File: config.mk
export PLATFORM = sky130hd
export DESIGN_NAME = fp_align_stage
export DESIGN_NICKNAME = d
export VERILOG_FILES = /design/src/rtl/fpu_pkg.sv /design/src/rtl/fp_shift_sticky.sv /design/src/rtl/fp_align_stage.sv
export SDC_FILE = /design/constraint.sdc
export NUM_CORES = 1
export LEC_CHECK = 0
export CORE_MARGIN = 2
export CORE_UTILIZATION = 31
export CTS_CLUSTER_DIAMETER = 50
export CTS_CLUSTER_SIZE = 24
export DETAILED_ROUTE_END_ITERATION = 8
export PLACE_DENSITY = 0.62
export SYNTH_ARGS = -nofsm -noshare
export SYNTH_HDL_FRONTEND = slang
export SYNTH_HIERARCHICAL = 1
export SYNTH_SLANG_ARGS = --single-unit
File: constraint.sdc
create_clock -name CLK -period 15.9 [get_ports CLK]
set_input_delay 4.77 -clock CLK [delete_from_list [all_inputs] [get_ports CLK]]
set_output_delay 4.77 -clock CLK [all_outputs]
set_load 0.02 [all_outputs]
File: src/rtl/fpu_pkg.sv
`default_nettype none
// ============================================================================
// Module   : fpu_pkg
// Brief    : Shared FP32 datapath constants and alignment-stage state encoding.
// Revision : 1.0
// ============================================================================
package fpu_pkg;

    localparam int EXP_W  = 8;
    localparam int FRAC_W = 23;
    localparam int SIG_W  = FRAC_W + 1;
    localparam int ADD_W  = FRAC_W + 2;

    localparam logic [EXP_W-1:0] EXP_SPECIAL = 8'hFF;

    typedef enum logic [2:0] {
        Align_Idle    = 3'd0,
        Align_Align   = 3'd1,
        Align_Add     = 3'd2,
        Align_Output  = 3'd3,
        Align_Release = 3'd4
    } AlignState;

endpackage : fpu_pkg
`default_nettype wire

File: src/rtl/fp_shift_sticky.sv
`default_nettype none
// ============================================================================
// Module   : fp_shift_sticky
// Brief    : 24-bit right shifter with sticky (OR of all bits shifted out).
// Revision : 1.0
// ============================================================================
module fp_shift_sticky
    import fpu_pkg::*;
(
    input  logic [SIG_W-1:0] i_val,
    input  logic [7:0]       i_amt,
    output logic [SIG_W-1:0] o_val,
    output logic             o_sticky
);

    logic [SIG_W-1:0] w_mask;

    // Mask of the low bits that fall off for amounts below the saturation point
    assign w_mask = ~({SIG_W{1'b1}} << i_amt[4:0]);

    always_comb begin
        o_val    = '0;
        o_sticky = 1'b0;
        if (i_amt >= 8'd24) begin
            o_val    = '0;
            o_sticky = |i_val;
        end else begin
            o_val    = i_val >> i_amt[4:0];
            o_sticky = |(i_val & w_mask);
        end
    end

endmodule : fp_shift_sticky
`default_nettype wire

File: src/rtl/fp_align_stage.sv
`default_nettype none
// ============================================================================
// Module   : fp_align_stage
// Brief    : FP32 pre-add alignment stage with REQ/ACK handshake to adder_24b.
// Revision : 1.0
// ============================================================================
module fp_align_stage
    import fpu_pkg::*;
(
    input  logic                 CLK,
    input  logic                 RST,
    input  logic                 IN_REQ,
    input  logic [31:0]          IN_OPA,
    input  logic [31:0]          IN_OPB,
    output logic                 IN_ACK,
    output logic [ADD_W-1:0]     ADD_A,
    output logic [ADD_W-1:0]     ADD_B,
    output logic                 ADD_REQ,
    input  logic [ADD_W-1:0]     ADD_Z,
    input  logic                 ADD_COUT,
    input  logic                 ADD_ACK,
    output logic                 OUT_VALID,
    input  logic                 OUT_READY,
    output logic                 OUT_SIGN,
    output logic [EXP_W-1:0]     OUT_EXP,
    output logic [ADD_W:0]       OUT_MANT,
    output logic                 OUT_STICKY,
    output logic                 OUT_EFF_SUB,
    output logic                 OUT_SPECIAL
);

    AlignState          r_state;
    AlignState          w_state_nxt;

    logic [31:0]        r_opa;
    logic [31:0]        r_opb;
    logic [ADD_W-1:0]   r_add_a;
    logic [ADD_W-1:0]   r_add_b;
    logic               r_add_req;
    logic               r_in_ack;
    logic               r_valid;
    logic               r_sign;
    logic [EXP_W-1:0]   r_exp;
    logic [ADD_W:0]     r_mant;
    logic               r_sticky;
    logic               r_eff_sub;
    logic               r_special;

    logic               w_a_big;
    logic [31:0]        w_big;
    logic [31:0]        w_sml;
    logic [EXP_W-1:0]   w_eb;
    logic [EXP_W-1:0]   w_es;
    logic [EXP_W-1:0]   w_ebe;
    logic [EXP_W-1:0]   w_ese;
    logic [EXP_W-1:0]   w_d;
    logic [SIG_W-1:0]   w_mb;
    logic [SIG_W-1:0]   w_ms;
    logic [SIG_W-1:0]   w_ms_al;
    logic               w_sticky;
    logic               w_eff_sub;
    logic               w_special;
    logic [ADD_W-1:0]   w_add_b_pos;
    logic [ADD_W-1:0]   w_add_b;
    logic [ADD_W:0]     w_sum;

    // Magnitude ordering on {exp,frac}; ties keep A as the larger operand
    assign w_a_big   = (r_opa[30:0] >= r_opb[30:0]);
    assign w_big     = w_a_big ? r_opa : r_opb;
    assign w_sml     = w_a_big ? r_opb : r_opa;
    assign w_eb      = w_big[30:23];
    assign w_es      = w_sml[30:23];
    assign w_mb      = {(w_eb != '0), w_big[22:0]};
    assign w_ms      = {(w_es != '0), w_sml[22:0]};
    assign w_ebe     = (w_eb == '0) ? 8'd1 : w_eb;
    assign w_ese     = (w_es == '0) ? 8'd1 : w_es;
    assign w_d       = w_ebe - w_ese;
    assign w_eff_sub = r_opa[31] ^ r_opb[31];
    assign w_special = (w_eb == EXP_SPECIAL) || (w_es == EXP_SPECIAL);

    fp_shift_sticky u_shift (
        .i_val    (w_ms),
        .i_amt    (w_d),
        .o_val    (w_ms_al),
        .o_sticky (w_sticky)
    );

    assign w_add_b_pos = {1'b0, w_ms_al};
    assign w_add_b     = w_eff_sub ? (-w_add_b_pos) : w_add_b_pos;
    // On subtraction the carry is the two's-complement artefact, not magnitude
    assign w_sum       = r_eff_sub ? {1'b0, ADD_Z} : {ADD_COUT, ADD_Z};

    always_ff @(posedge CLK or posedge RST) begin
        if (RST) begin
            r_state <= Align_Idle;
        end else begin
            r_state <= w_state_nxt;
        end
    end

    always_comb begin
        w_state_nxt = r_state;
        case (r_state)
            Align_Idle:    if (IN_REQ) w_state_nxt = Align_Align;
            Align_Align:   w_state_nxt = w_special ? Align_Output : Align_Add;
            Align_Add:     if (ADD_ACK) w_state_nxt = Align_Output;
            Align_Output:  if (r_valid && OUT_READY) w_state_nxt = Align_Release;
            Align_Release: if (!IN_REQ) w_state_nxt = Align_Idle;
            default:       w_state_nxt = Align_Idle;
        endcase
    end

    always_ff @(posedge CLK or posedge RST) begin
        if (RST) begin
            r_opa     <= '0;
            r_opb     <= '0;
            r_add_a   <= '0;
            r_add_b   <= '0;
            r_add_req <= 1'b0;
            r_in_ack  <= 1'b0;
            r_valid   <= 1'b0;
            r_sign    <= 1'b0;
            r_exp     <= '0;
            r_mant    <= '0;
            r_sticky  <= 1'b0;
            r_eff_sub <= 1'b0;
            r_special <= 1'b0;
        end else begin
            r_in_ack <= 1'b0;
            case (r_state)
                Align_Idle: begin
                    if (IN_REQ) begin
                        r_opa <= IN_OPA;
                        r_opb <= IN_OPB;
                    end
                end
                Align_Align: begin
                    r_add_a   <= {1'b0, w_mb};
                    r_add_b   <= w_add_b;
                    r_sign    <= w_big[31];
                    r_exp     <= w_eb;
                    r_sticky  <= w_sticky;
                    r_eff_sub <= w_eff_sub;
                    r_special <= w_special;
                    if (w_special) begin
                        r_mant <= '0;
                    end else begin
                        r_add_req <= 1'b1;
                    end
                end
                Align_Add: begin
                    if (ADD_ACK) begin
                        r_mant    <= w_sum;
                        r_add_req <= 1'b0;
                        r_valid   <= 1'b1;
                        if (r_eff_sub && (w_sum == '0)) begin
                            r_sign <= 1'b0;
                        end
                    end
                end
                Align_Output: begin
                    // Special path arrives with VALID low and raises it here
                    if (!r_valid) begin
                        r_valid <= 1'b1;
                    end else if (OUT_READY) begin
                        r_valid  <= 1'b0;
                        r_in_ack <= 1'b1;
                    end
                end
                default: ;
            endcase
        end
    end

    assign IN_ACK      = r_in_ack;
    assign ADD_A       = r_add_a;
    assign ADD_B       = r_add_b;
    assign ADD_REQ     = r_add_req;
    assign OUT_VALID   = r_valid;
    assign OUT_SIGN    = r_sign;
    assign OUT_EXP     = r_exp;
    assign OUT_MANT    = r_mant;
    assign OUT_STICKY  = r_sticky;
    assign OUT_EFF_SUB = r_eff_sub;
    assign OUT_SPECIAL = r_special;

endmodule : fp_align_stage
`default_nettype wire

==> results of run 1 <==
kinds of logic after synthesis:
family / after synthesis / share of synthesized area, %
AOI/OAI and AO/OA: 266 / 16.2
xor gates and xnor gates: 31 / 2.78
adders and majority gates: 40 / 5.20
buffers and inverters: 109 / 5.51
DFF: 157 / 40.2
muxes: 114 / 14.3
other: 1 / 0.0384
and+or+nand+nor: 350 / 15.8
sequential cells by signal (all words and copies together) (netlist names), 3 cells and up:
| signal | flops |
|---|---|
| ADD_B | 25 |
| ADD_A | 24 |
| OUT_MANT | 26 |
| r_opb | 32 |
| r_state | 3 |
| OUT_EXP | 8 |
| r_opa | 32 |
layout make-up:
cell class | count | area (sq um) | share of cell area, %
Inverter | 48 | 186 | 1.50
Tap cell | 396 | 495 | 3.98
Clock inverter | 11 | 131 | 1.05
Sequential cell | 157 | 3930 | 31.5
Clock buffer | 21 | 460 | 3.69
Timing Repair Buffer | 197 | 1940 | 15.6
Multi-Input combinational cell | 802 | 5320 | 42.7
worst register-to-register path, delay by kind of cell, from the launching register on:
| kind | cells | cell delay (ns) |
|---|---|---|
| muxes | 1 | 0.49 |
| DFF | 1 | 0.44 |
| and+or+nand+nor | 7 | 1.94 |
| AOI/OAI and AO/OA | 10 | 2.35 |
| adders and majority gates | 2 | 0.82 |
| xor gates and xnor gates | 2 | 0.31 |
| buffers and inverters | 3 | 1.41 |
through the flow:
step | worst slack [ns] | instance area [sq um] | hold slack (ns) | cells
after floorplan | 6.90 | 9760 | 0.519 | 1068
after global placement | 8.25 | 11900 | 0.458 | 1600
after global routing | 7.33 | 12500 | 0.501 | 1632
after detailed placement | 8.00 | 11900 | 0.464 | 1600
final | 8.00 | 12500 | 0.478 | 1632
after CTS | 7.98 | 12500 | 0.480 | 1632
Yosys cell counts (4+ instances only):
cell type and n:
sky130_fd_sc_hd__o211ai_1 6, sky130_fd_sc_hd__nor2_1 68, sky130_fd_sc_hd__buf_2 12, sky130_fd_sc_hd__nand3_1 13
sky130_fd_sc_hd__buf_6 8, sky130_fd_sc_hd__ha_1 39, sky130_fd_sc_hd__o21ai_1 51, sky130_fd_sc_hd__nor4_1 11
sky130_fd_sc_hd__dfrtp_1 157, sky130_fd_sc_hd__inv_1 44, sky130_fd_sc_hd__o21ai_0 82, sky130_fd_sc_hd__o31ai_1 4
sky130_fd_sc_hd__mux4_2 12, sky130_fd_sc_hd__nand4_1 15, sky130_fd_sc_hd__nor3_1 17, sky130_fd_sc_hd__xnor2_1 18
sky130_fd_sc_hd__nand3b_1 4, sky130_fd_sc_hd__mux2_2 50, sky130_fd_sc_hd__a21o_1 9, sky130_fd_sc_hd__xor2_1 13
sky130_fd_sc_hd__clkbuf_1 33, sky130_fd_sc_hd__a21oi_1 63, sky130_fd_sc_hd__nand2_1 200, sky130_fd_sc_hd__mux2_1 5
sky130_fd_sc_hd__a211oi_1 16, sky130_fd_sc_hd__mux2i_1 45, sky130_fd_sc_hd__buf_8 4
per-layer routing:
layer  wire, um  up-vias  part of all wire [%]  GRT usage, %
met1      13400     4019                    48          24.3
met2      12800      283                    46          27.3
met3       1560       22                   5.5          3.07
met5         10        -                 0.036             0
li1           -     4089                     -             -
met4        270        2                  0.96          3.25
worst paths after layout:
path | startpoint | to | cells after the start
min in group asynchronous | RST | OUT_MANT[19] | 2
max in group asynchronous | RST | OUT_SIGN | 3
min | OUT_STICKY | OUT_STICKY | 2
min reg2reg | OUT_STICKY | OUT_STICKY | 2
max | r_opa[24] | ADD_B[22] | 25
max reg2reg | r_opa[24] | ADD_B[22] | 25
==> PnR_summary.wiki, run 1 <==
{| class="wikitable"
! Metric !! Value
|-
| Register-to-register setup slack || between 7 and 8 ns
|-
| Detailed placement HPWL || about 21000 um
|-
| Max Freq || 127 MHz
|-
| Clock tree from TritonCTS || yes
|-
| Die span in x || 181 um
|-
| Die area || ~0.033 sq mm
|-
| Setup crit end kind || register
|-
| Standard-cell rows || 64
|-
| Leading cell types in the layout, fill and taps excluded || 199 x sky130_fd_sc_hd__nand2_1, 184 x sky130_fd_sc_hd__clkdlybuf4s50_1, 157 x sky130_fd_sc_hd__dfrtp_1
|-
| Maximum number of pins on one net before global-route repair || roughly 110
|-
| Clock period minus final worst setup slack || 7.90 ns
|-
| Number of clock sinks || 157
|-
| Synthesized net count || 1203
|-
| Number of filler instances in the final layout || about 3000
|-
| Share of flip-flops with an asynchronous set or reset after synthesis || 100%
|-
| Total via count in the routed design || 8415
|-
| Kind of start point of the critical path || register
|-
| Worst max-slew margin expressed relative to the limit || between 30% and 40%
|-
| Proportion of layout cells with a drive suffix above 1 || under 10%
|-
| First DRT Iteration DRCs || 538
|-
| Utilization of the core after routing || 40.4%
|-
| Main synth FF type || sky130_fd_sc_hd__dfrtp_1
|-
| H-tree depth || 4
|-
| Avg Cell Area, Syn || 9.14 sq um
|-
| Wire length per cell after detailed routing || between 15 and 20 um
|-
| Required arrival time at the worst endpoint || 16.17 ns
|-
| Post-Route Skew || 0.0105 ns
|-
| Hold Crit Class || reg -> reg
|-
| Setup violations, final || 0
|-
| Final-report hold violation count || 0
|-
| Combined area of all synthesized cells || approximately 0.01 sq mm
|-
| Setup repair after global routing missed its margin || false
|-
| Largest fanout of any net on the critical path || 81
|-
| Cts repair resizes || 0
|-
| Initial cell density of the core || 31.7%
|-
| Yosys reg bits || between 150 and 200
|-
| Share of the clock period used by the worst path after layout || 49.7%
|-
| Overall routed net length || 28100 um
|-
| Number of global-route vias before repair || 8148
|-
| Transition time of the tightest slew-check pin || 1.02 ns
|-
| Type of the setup path with the least slack || reg -> reg
|-
| Number of buffer and inverter instances along the worst setup path || 3
|-
| Weighted congestion reported at the end of routability-driven placement || about 0.94
|-
| Synth cell types || 73
|-
| Global-route total usage across every layer || 17.1%
|-
| Die boundary height || 181 um
|-
| Final-stage net count || between 1000 and 1500
|-
| Detailed-route vias per instance || 5.16
|-
| Number of buffers inserted during clock tree synthesis || 17
|-
| Number of enable flip-flop cells after synthesis || 0
|-
| Worst-path cell with the longest stage delay || sky130_fd_sc_hd__buf_4
|-
| Arrival time at the worst endpoint || 8.17 ns
|-
| Detailed-router iteration count before antenna repair || 5
|-
| Relative area change from synthesis to final layout || 27.7%
|-
| Cell taking the most area after synthesis || sky130_fd_sc_hd__dfrtp_1
|-
| Max-cap violations || 0
|-
| Setup fix buffers added after clock tree synthesis || 0
|-
| Clock Tree Root || sky130_fd_sc_hd__clkbuf_16
|-
| Crit path max-delay family || compound AO/OA/AOI/OAI gates
|-
| Share of the synthesized area in the top cell type || about two fifths
|-
| Number of input and output port buffers inserted || 184
|-
| Floorplan core area || 0.0308 sq mm
|-
| Total of hold buffers inserted after clock tree synthesis || 0
|-
| Sequential area share after synthesis || 40.2%
|-
| Peak per-stage delay on the critical path || roughly 0.78 ns
|-
| Overflow left after global routing || 0
|-
| Most common library cell in the layout ignoring fill and taps || sky130_fd_sc_hd__nand2_1
|-
| Global-route wire length before repair || roughly 45000 um
|-
| Setup tns final || 0 ns
|-
| Syn. warnings || 6
|-
| Bufs on Longest Clock Path || 2
|-
| Synthesized netlist cell count || 1068
|-
| Number of routed nets with antenna violations || 0
|-
| Pins Over Slew Limit || 0
|-
| Residual DRC || 0
|-
| Status || finished, final reports clean
|-
| Top cells by area in the synthesized netlist || sky130_fd_sc_hd__dfrtp_1 40%, sky130_fd_sc_hd__nand2_1 7.7%, sky130_fd_sc_hd__mux2_2 5.8%
|-
| Worst-Skew Late Latency || about 0.43 ns
|-
| Clk pin slew, worst setup/hold paths || around 0.070 ns
|-
| Number of antenna diodes || 0
|-
| Antenna violations before repair || 1
|-
| Number of top-level pins || about 190
|}
Power of run 1 is not shown: default switching activity piles up to over one toggle a cycle in this logic, so the estimate is an artifact.
==> run 2, diff against run 1 <==
- PLACE_DENSITY: 0.62 -> 0.64
- clock period: 15.9 -> 6.6 ns (I/O delays scaled with it)
==> run 2 against run 1 <==
  * Non-clock buffer count up 24
  * First-iteration DRC count shrank 13%
  * Die area is the same
  * Design area increased by 2.3%
  * Clock skew up 0.022 ns
  * Global-route usage rose by 0.16 points
  * Critical path depth unchanged
  * Count of clock-buffer cells in the layout shrank 3
  * Via count up 0.78%
  * Setup slack got worse by 7.7 ns
  * Hold slack got worse by 0.0026 ns
  * Wire length increased by 1.2%
  * Critical path type unchanged
==> PnR_summary.wiki, run 2 (same netlist as run 1, synthesis figures left out) <==
{| class="wikitable"
! Metric !! Value
|-
| Final design area excluding fillers || 0.0128 sq mm
|-
| Launch point of the worst hold path || OUT_STICKY
|-
| Smallest setup slack after layout || 0.317 ns
|-
| Setup violations, final || 0
|-
| Number of antenna diodes || 0
|-
| Overall routed net length || 28400 um
|-
| Transition time of the tightest slew-check pin || 1.23 ns
|-
| Post-Route Skew || between 0.03 and 0.04 ns
|-
| H-tree depth || 4
|-
| Type of the setup path with the least slack || reg -> reg
|-
| Routed length on met2 || 13100 um
|-
| First DRT Iteration DRCs || 469
|-
| Die span in x || between 150 and 200 um
|-
| Cell with the most instances on the worst path || sky130_fd_sc_hd__a21o_1
|-
| Bufs on Longest Clock Path || 2
|-
| Proportion of layout cells with a drive suffix above 1 || about an eighth
|-
| Setup tns final || 0 ns
|-
| Standard-cell rows || 64
|-
| Wire length per cell after detailed routing || around 17 um
|-
| Placement-stage cell area || 0.0121 sq mm
|-
| Detailed-route vias per instance || approximately 5.1
|-
| Kind of start point of the critical path || register
|-
| Status || finished, final reports clean
|-
| Crit path max-delay family || compound AO/OA/AOI/OAI gates
|-
| Total via count in the routed design || roughly 8500
|-
| Worst max-slew margin expressed relative to the limit || 17.6%
|-
| Pins Over Slew Limit || 0
|-
| Largest fanout of any net on the critical path || 20
|-
| Final-report hold violation count || 0
|-
| Max Freq || 159 MHz
|-
| Arrival time at the worst endpoint || 6.57 ns
|-
| Clk pin slew, worst setup/hold paths || 0.07 ns
|-
| Relative area change from synthesis to final layout || 30.6%
|-
| Most common library cell in the layout ignoring fill and taps || sky130_fd_sc_hd__nand2_1
|-
| Clock tree from TritonCTS || yes
|-
| Overflow left after global routing || 0
|-
| Die area || 0.0329 sq mm
|-
| Die boundary height || 181 um
|-
| Worst-path cell with the longest stage delay || sky130_fd_sc_hd__or4_4
|-
| M1 wire length || ~14000 um
|-
| Global-route wire length before repair || 45700 um
|-
| Required arrival time at the worst endpoint || between 6 and 7 ns
|-
| Global-route total usage across every layer || 17.3%
|-
| Peak per-stage delay on the critical path || 0.59 ns
|-
| Clock period minus final worst setup slack || about 6.3 ns
|-
| Leading cell types in the layout, fill and taps excluded || 199 x sky130_fd_sc_hd__nand2_1, 184 x sky130_fd_sc_hd__clkdlybuf4s50_1, 157 x sky130_fd_sc_hd__dfrtp_1
|-
| Worst-Skew Late Latency || 0.44 ns
|-
| Number of buffer and inverter instances along the worst setup path || 2
|-
| Maximum number of pins on one net before global-route repair || 94
|-
| Routed met3 length || between 1000 and 1500 um
|-
| Worst slack at placement || 0.0662 ns
|-
| Setup crit end kind || register
|-
| Share of the clock period used by the worst path after layout || 95.2%
|-
| Detailed placement HPWL || between 20000 and 25000 um
|-
| Hold Crit Class || reg -> reg
|-
| Initial cell density of the core || 31.7%
|-
| Detailed-router iteration count before antenna repair || 7
|-
| Number of input and output port buffers inserted || approximately 180
|-
| Floorplan core area || 0.0308 sq mm
|-
| Residual DRC || 0
|-
| Antenna violations before repair || 0
|-
| Final-stage net count || between 1000 and 1500
|-
| Number of top-level pins || ~190
|-
| Crit. Startpoint || r_opa[24]
|-
| Number of clock sinks || 157
|-
| Critical register-to-register path startpoint || r_opa[24]
|-
| Clock Tree Root || sky130_fd_sc_hd__clkbuf_16
|-
| Max-cap violations || 0
|-
| Number of global-route vias before repair || 8400
|-
| Number of buffers inserted during clock tree synthesis || 17
|-
| Number of routed nets with antenna violations || 0
|-
| Weighted congestion reported at the end of routability-driven placement || 0.917
|-
| Highest metal layer used by the detailed router || met4
|}
==> run 2: repair_timing <==
action,4_1_cts,5_1_grt
hold buffers,0,0
setup buffers,0,4
resized for setup,0,14
endpoints found under the setup margin,0,21
==> run 2: final cells by class <==
type,instances,area (sq um)
clock buffer,18,439
clock inverter,14,135
fill,3065,18100
inverter,48,190
multi-input combinational,802,5390
sequential,157,3930
tap,396,495
timing repair buffer,221,2170
==> run 2: path summary, 6_finish.rpt <==
check                                to  slack, ns  cells after the start
hold / removal               OUT_STICKY       0.48                      2
min in group asynchronous  OUT_MANT[21]       2.10                      2
max in group asynchronous     r_opa[29]       3.47                      3
setup reg to reg              ADD_B[22]       0.32                     25
setup / recovery              ADD_B[22]       0.32                     25
hold reg to reg              OUT_STICKY       0.48                      2
==> run 2: through the flow <==
step	hold WS (ns)	utilization, %	instances
floorplan	0.519	-	1068
global placement	0.460	39.1	1620
detailed placement	0.465	39.1	1620
CTS	0.482	41.0	1652
global route	0.504	41.4	1656
finish	0.475	41.4	1656
==> run 2: per-layer routing <==
layer / up-vias / GRT usage, %
li1: 4152 / -
met1: 4051 / 23.8
met2: 256 / 28.1
met3: 22 / 3.35
met4: 0 / 3.93
met5: - / 0
==> run 2: worst min-delay path: cells and delay by family (launching register included) <==
family           cells  cell delay (ns)
DFF                  1             0.34
and+or+nand+nor      2             0.10
Power of run 2 is left out for the same reason.
==> patch 1: new RTL, config.mk and constraints of run 1 <==
Make the reset (`RST`) synchronous in 2 clocked blocks.
--- a/src/rtl/fp_align_stage.sv
+++ b/src/rtl/fp_align_stage.sv
@@ -90,7 +90,7 @@
     // On subtraction the carry is the two's-complement artefact, not magnitude
     assign w_sum       = r_eff_sub ? {1'b0, ADD_Z} : {ADD_COUT, ADD_Z};
 
-    always_ff @(posedge CLK or posedge RST) begin
+    always_ff @(posedge CLK) begin
         if (RST) begin
             r_state <= Align_Idle;
         end else begin
@@ -110,7 +110,7 @@
         endcase
     end
 
-    always_ff @(posedge CLK or posedge RST) begin
+    always_ff @(posedge CLK) begin
         if (RST) begin
             r_opa     <= '0;
             r_opb     <= '0;
Behaviour: differs if RST is asserted again (counterexample within 4 cycles, from zero or initial values and one cycle with RST high); with RST held inactive, the same outputs for 4 cycles.
==> patch 1 against run 1 <==
- synthesized area shrank 4.4%
- final area shrank 3.4%
- maximum frequency grew 15%
- sequential cell count is the same
- worst setup slack gained 1.1 ns
- count of clock-buffer cells in the layout shrank 1
- critical endpoint is now ADD_B[16]
- synthesized cell count grew 9.7%
- highest routed layer is now met4
- sequential share of layout area shrank 5.4 points
- wire length shrank 2.5%
Power is left out: it rests on default switching activity, and per cell area and clock period it moved more than threefold.
==> patch 1: results (changes against run 1) <==
metric,value,unit,change
grt_pass1_vias,8223,,+0.92%
via_count,8848,,+5.1%
gp_congestion,0.875,,-6.8%
drive_gt1_share,7.27,%,-2.6 points
final-nonclk-buf-share,16.1,%,+0.53 points
grt_use_met1,24.2,%,-0.12 points
multi_input_area_share,47.0,%,+4.3 points
cp_slowest_stage_delay,0.59,ns,-0.19 ns
synth_mux_area_share,10.6,%,-3.6 points
finClkSkew,0.00922,ns,-0.00124 ns
n_all_inverters,49,,+2.1%
drtIter0Drc,649,,+21%
synth_area_leaders,"dfxtp_1 34%, nand2_1 8.0%, nor2_1 5.5%",,
met2_usage,26.9,%,-0.44 points
grt_use_total,17.0,%,-0.036 points
critPathMaxFanout,23,,-72%
synth_compound_area_share,21.6,%,+5.4 points
ys.flop_type,dfxtp_1,,
grtUsageMet3,2.70,%,-0.37 points
synthAdderAreaFrac,5.44,%,+0.24 points
wl_per_cell,16.0,µm,-7.0%
critical_path_arrival,7.19,ns,-0.98 ns
synth_xor_area_share,2.82,%,+0.034 points
place_ws,9.10,ns,+1.09 ns
clkCellAreaFrac,5.24,%,+0.49 points
diodes,1,,+1
synth_nets,1307,,+8.6%
multi_input_cells,885,,+10%
finish.net_count,1442,,+6.2%
synth_commonest_cells,"198 x nand2_1, 157 x dfxtp_1, 137 x nor2_1",,
status,"finished, final reports clean",,
critical_path.slowest_cell,a21oi_4,,
fillers,3055,,-1.0%
wl_met1,13100,µm,-2.2%
grt_pass1_wl,43300,µm,-4.1%
synth_seq_area_share,33.7,%,-6.6 points
dp_hpwl,20000,µm,-4.5%
-- patch 1: cell types whose count changed after synthesis, sizes merged, moves of 6 or more --
cell and delta:
dfrtp -157, dfxtp +157, o21ai -72, nor2 +69, a211oi +44, mux2 -39, a21oi +38, a22oi +26
clkbuf +23, xnor2 -7, o21a +6, or3 +6, xor2 +6
-- patch 1: worst max-delay path: cells and delay by family, from the launching register on --
family | cells | cell delay [ns]
XOR/XNOR | 2 | 0.39
AND/OR/NAND/NOR | 7 | 1.66
flip-flops | 1 | 0.42
adder cells (fa/ha/maj) | 3 | 0.84
AO/OA/AOI/OAI | 13 | 2.82
multiplexers | 1 | 0.45
buffers and inverters | 2 | 0.16
-- patch 1: per-stage QoR --
stage          area, µm²  utilization, %  hold slack, ns  cells
3_3_place_gp       11400            38.5           0.451   1678
3_5_place_dp       11400            38.5           0.459   1678
2_1_floorplan       9330               -           0.449   1172
6_report           12000            40.6           0.466   1711
5_1_grt            12000            40.6           0.489   1711
4_1_cts            12000            40.6           0.470   1710
-- patch 1: kinds of logic (layout without fill, tap and decap cells) --
| kind of cell | Yosys count | count (layout) |
|---|---|---|
| AOI/OAI and AO/OA | 310 | 310 |
| xor gates and xnor gates | 30 | 30 |
| adders and majority gates | 40 | 40 |
| buffers and inverters | 130 | 278 |
| DFF | 157 | 157 |
| muxes | 79 | 79 |
| other | 1 | 2 |
| and+or+nand+nor | 425 | 425 |
-- patch 1: final timing paths --
| kind | start | endpoint | slack [ns] | depth (start not counted) |
|---|---|---|---|---|
| max | r_opb[24] | ADD_B[16] | 9.05 | 28 |
| min | OUT_STICKY | OUT_STICKY | 0.47 | 2 |
| max reg2reg | r_opb[24] | ADD_B[16] | 9.05 | 28 |
| min reg2reg | OUT_STICKY | OUT_STICKY | 0.47 | 2 |
==> patch 2: new RTL, config.mk and constraints of run 1 <==
Without the edit above. The 5 states of `AlignState` get a Gray code encoding in 3 bits.
--- a/src/rtl/fpu_pkg.sv
+++ b/src/rtl/fpu_pkg.sv
@@ -14,11 +14,11 @@
     localparam logic [EXP_W-1:0] EXP_SPECIAL = 8'hFF;
 
     typedef enum logic [2:0] {
-        Align_Idle    = 3'd0,
-        Align_Align   = 3'd1,
-        Align_Add     = 3'd2,
-        Align_Output  = 3'd3,
-        Align_Release = 3'd4
+        Align_Idle    = 3'b000,
+        Align_Align   = 3'b001,
+        Align_Add     = 3'b011,
+        Align_Output  = 3'b010,
+        Align_Release = 3'b110
     } AlignState;
 
 endpackage : fpu_pkg
Formal check against the unedited RTL: same outputs for any inputs over 4 cycles, from zero or initial values and one cycle with RST high; so few cycles prove little.
==> patch 2 against run 1 <==
- final area is 0.20% lower
- hold slack better by 0.00084 ns
- clock skew hardly changed
- sequential cell count stayed put
- first-iteration DRC count is 7.2% higher
- wire length is 3.3% lower
- worst setup slack better by 0.21 ns
- critical path type unchanged
- die area is 0.94% lower
- synthesized area is 0.96% lower
- largest cell class unchanged
Power is not shown: default switching activity piles up to over one toggle a cycle in this logic, so the estimate is an artifact.
==> patch 2: results (changes against run 1) <==
metric,value,unit,change
status,"finished, final reports clean",,
antenna_left,0,,unchanged
clockBufferDepth,2,,unchanged
critPathMaxFanout,21,,-74%
cts-root-buf,clkbuf_16,,
grt_pass1_wl,43900,µm,-2.7%
drive_gt1_share,10.4,%,+0.51 points
synthArstFlopShare,100,%,unchanged
finish.net_count,1346,,-0.88%
reg2reg_to,ADD_B[24],,
synth_seq_area_share,40.6,%,+0.39 points
critical_path_arrival,7.96,ns,-0.21 ns
min_path_cells,2,,unchanged
first_pass_iters,5,,unchanged
wl_per_cell,16.7,µm,-2.6%
hp-class,flip-flop to flip-flop,,
critical_path.slowest_cell,a211oi_4,,
synth_area_leaders,"dfrtp_1 41%, nand2_1 7.8%, o21ai_0 6.7%",,
crit_family,simple AND/OR/NAND/NOR gates,,
startpoint,r_opa[4],,
cp_slowest_stage_delay,0.93,ns,+0.15 ns
tightest_slew,1.14,ns,+0.122 ns
finClkSkew,0.0105,ns,+0.0000814 ns
synth_nets,1191,,-1.0%
yosysWarningCount,6,,unchanged
cts_buffers,17,,unchanged
antenna_found_initial,0,,-1
grt_pass1_vias,7947,,-2.5%
cts_resized,0,,unchanged
cts_max_level,4,,unchanged
via_count,8255,,-1.9%
synth_edf_count,0,,unchanged
r2r_setup_slack,8.21,ns,+0.21 ns
cts_post_setup_buffers_inserted,0,,unchanged
ys_types,69,,-5.5%
place.port_buffers,184,,unchanged
grt_start_max_net_pins,109,,+1.9%
gp_congestion,0.872,,-7.2%
fillers,3058,,-0.91%
r2r_cells,25,,unchanged
dp_hpwl,19900,µm,-5.0%
diodes,0,,unchanged
hp-start,ADD_B[13],,
synth_commonest_cells,"200 x nand2_1, 157 x dfrtp_1, 129 x o21ai_0",,
critPathKind,flip-flop to flip-flop,,
clkLatencyLatePin,0.44,ns,
drtIter0Drc,577,,+7.2%
holdPathEnd,ADD_B[13],,
grt_use_total,16.7,%,-0.37 points
clk_pin_slew,0.07,ns,about the same
-- patch 2: cell types whose count changed after synthesis, moves of 5 or more --
| cell | run 1 | this run |
|---|---|---|
| o21ai_1 | 51 | 3 |
| o21ai_0 | 82 | 129 |
| buf_6 | 8 | 3 |
| a21o_1 | 9 | 2 |
| mux2_1 | 5 | 0 |
| nor2_1 | 68 | 53 |
| mux2i_1 | 45 | 52 |
-- patch 2: kinds of logic (layout without fill, tap and decap cells) --
group / count (synthesis) / in the layout / synth area share [%]
and+or+nand+nor: 346 / 346 / 16.1
adders and majority gates: 40 / 40 / 5.25
DFF: 157 / 157 / 40.6
AOI/OAI and AO/OA: 255 / 255 / 15.4
xor gates and xnor gates: 31 / 31 / 2.81
muxes: 119 / 119 / 14.9
buffers and inverters: 107 / 275 / 4.89
other: 1 / 1 / 0.0388
-- patch 2: area by class of cell --
class                           instances  share of cell area (%)
Inverter                               48                    1.50
Multi-Input combinational cell        792                    42.6
Clock inverter                         15                    1.41
Tap cell                              396                    3.98
Clock buffer                           17                    3.42
Sequential cell                       157                    31.6
Timing Repair Buffer                  195                    15.5
-- patch 2: per-layer routing --
layer  GRT usage (%)  share of wire, %
met1            23.6                48
met5               0                 0
met2            26.2                46
met4            5.10               1.7
met3            2.89               4.4
-- patch 2: through the flow --
stage / instances / setup slack, ns / area (µm²) / hold slack (ns) / utilization [%]
2_1_floorplan: 1056 / 6.90 / 9670 / 0.489 / -
3_5_place_dp: 1588 / 8.30 / 11800 / 0.472 / 38.6
3_3_place_gp: 1588 / 8.42 / 11800 / 0.463 / 38.6
6_report: 1620 / 8.21 / 12400 / 0.479 / 40.6
5_1_grt: 1620 / 7.47 / 12400 / 0.519 / 40.6
4_1_cts: 1620 / 8.23 / 12400 / 0.487 / 40.6
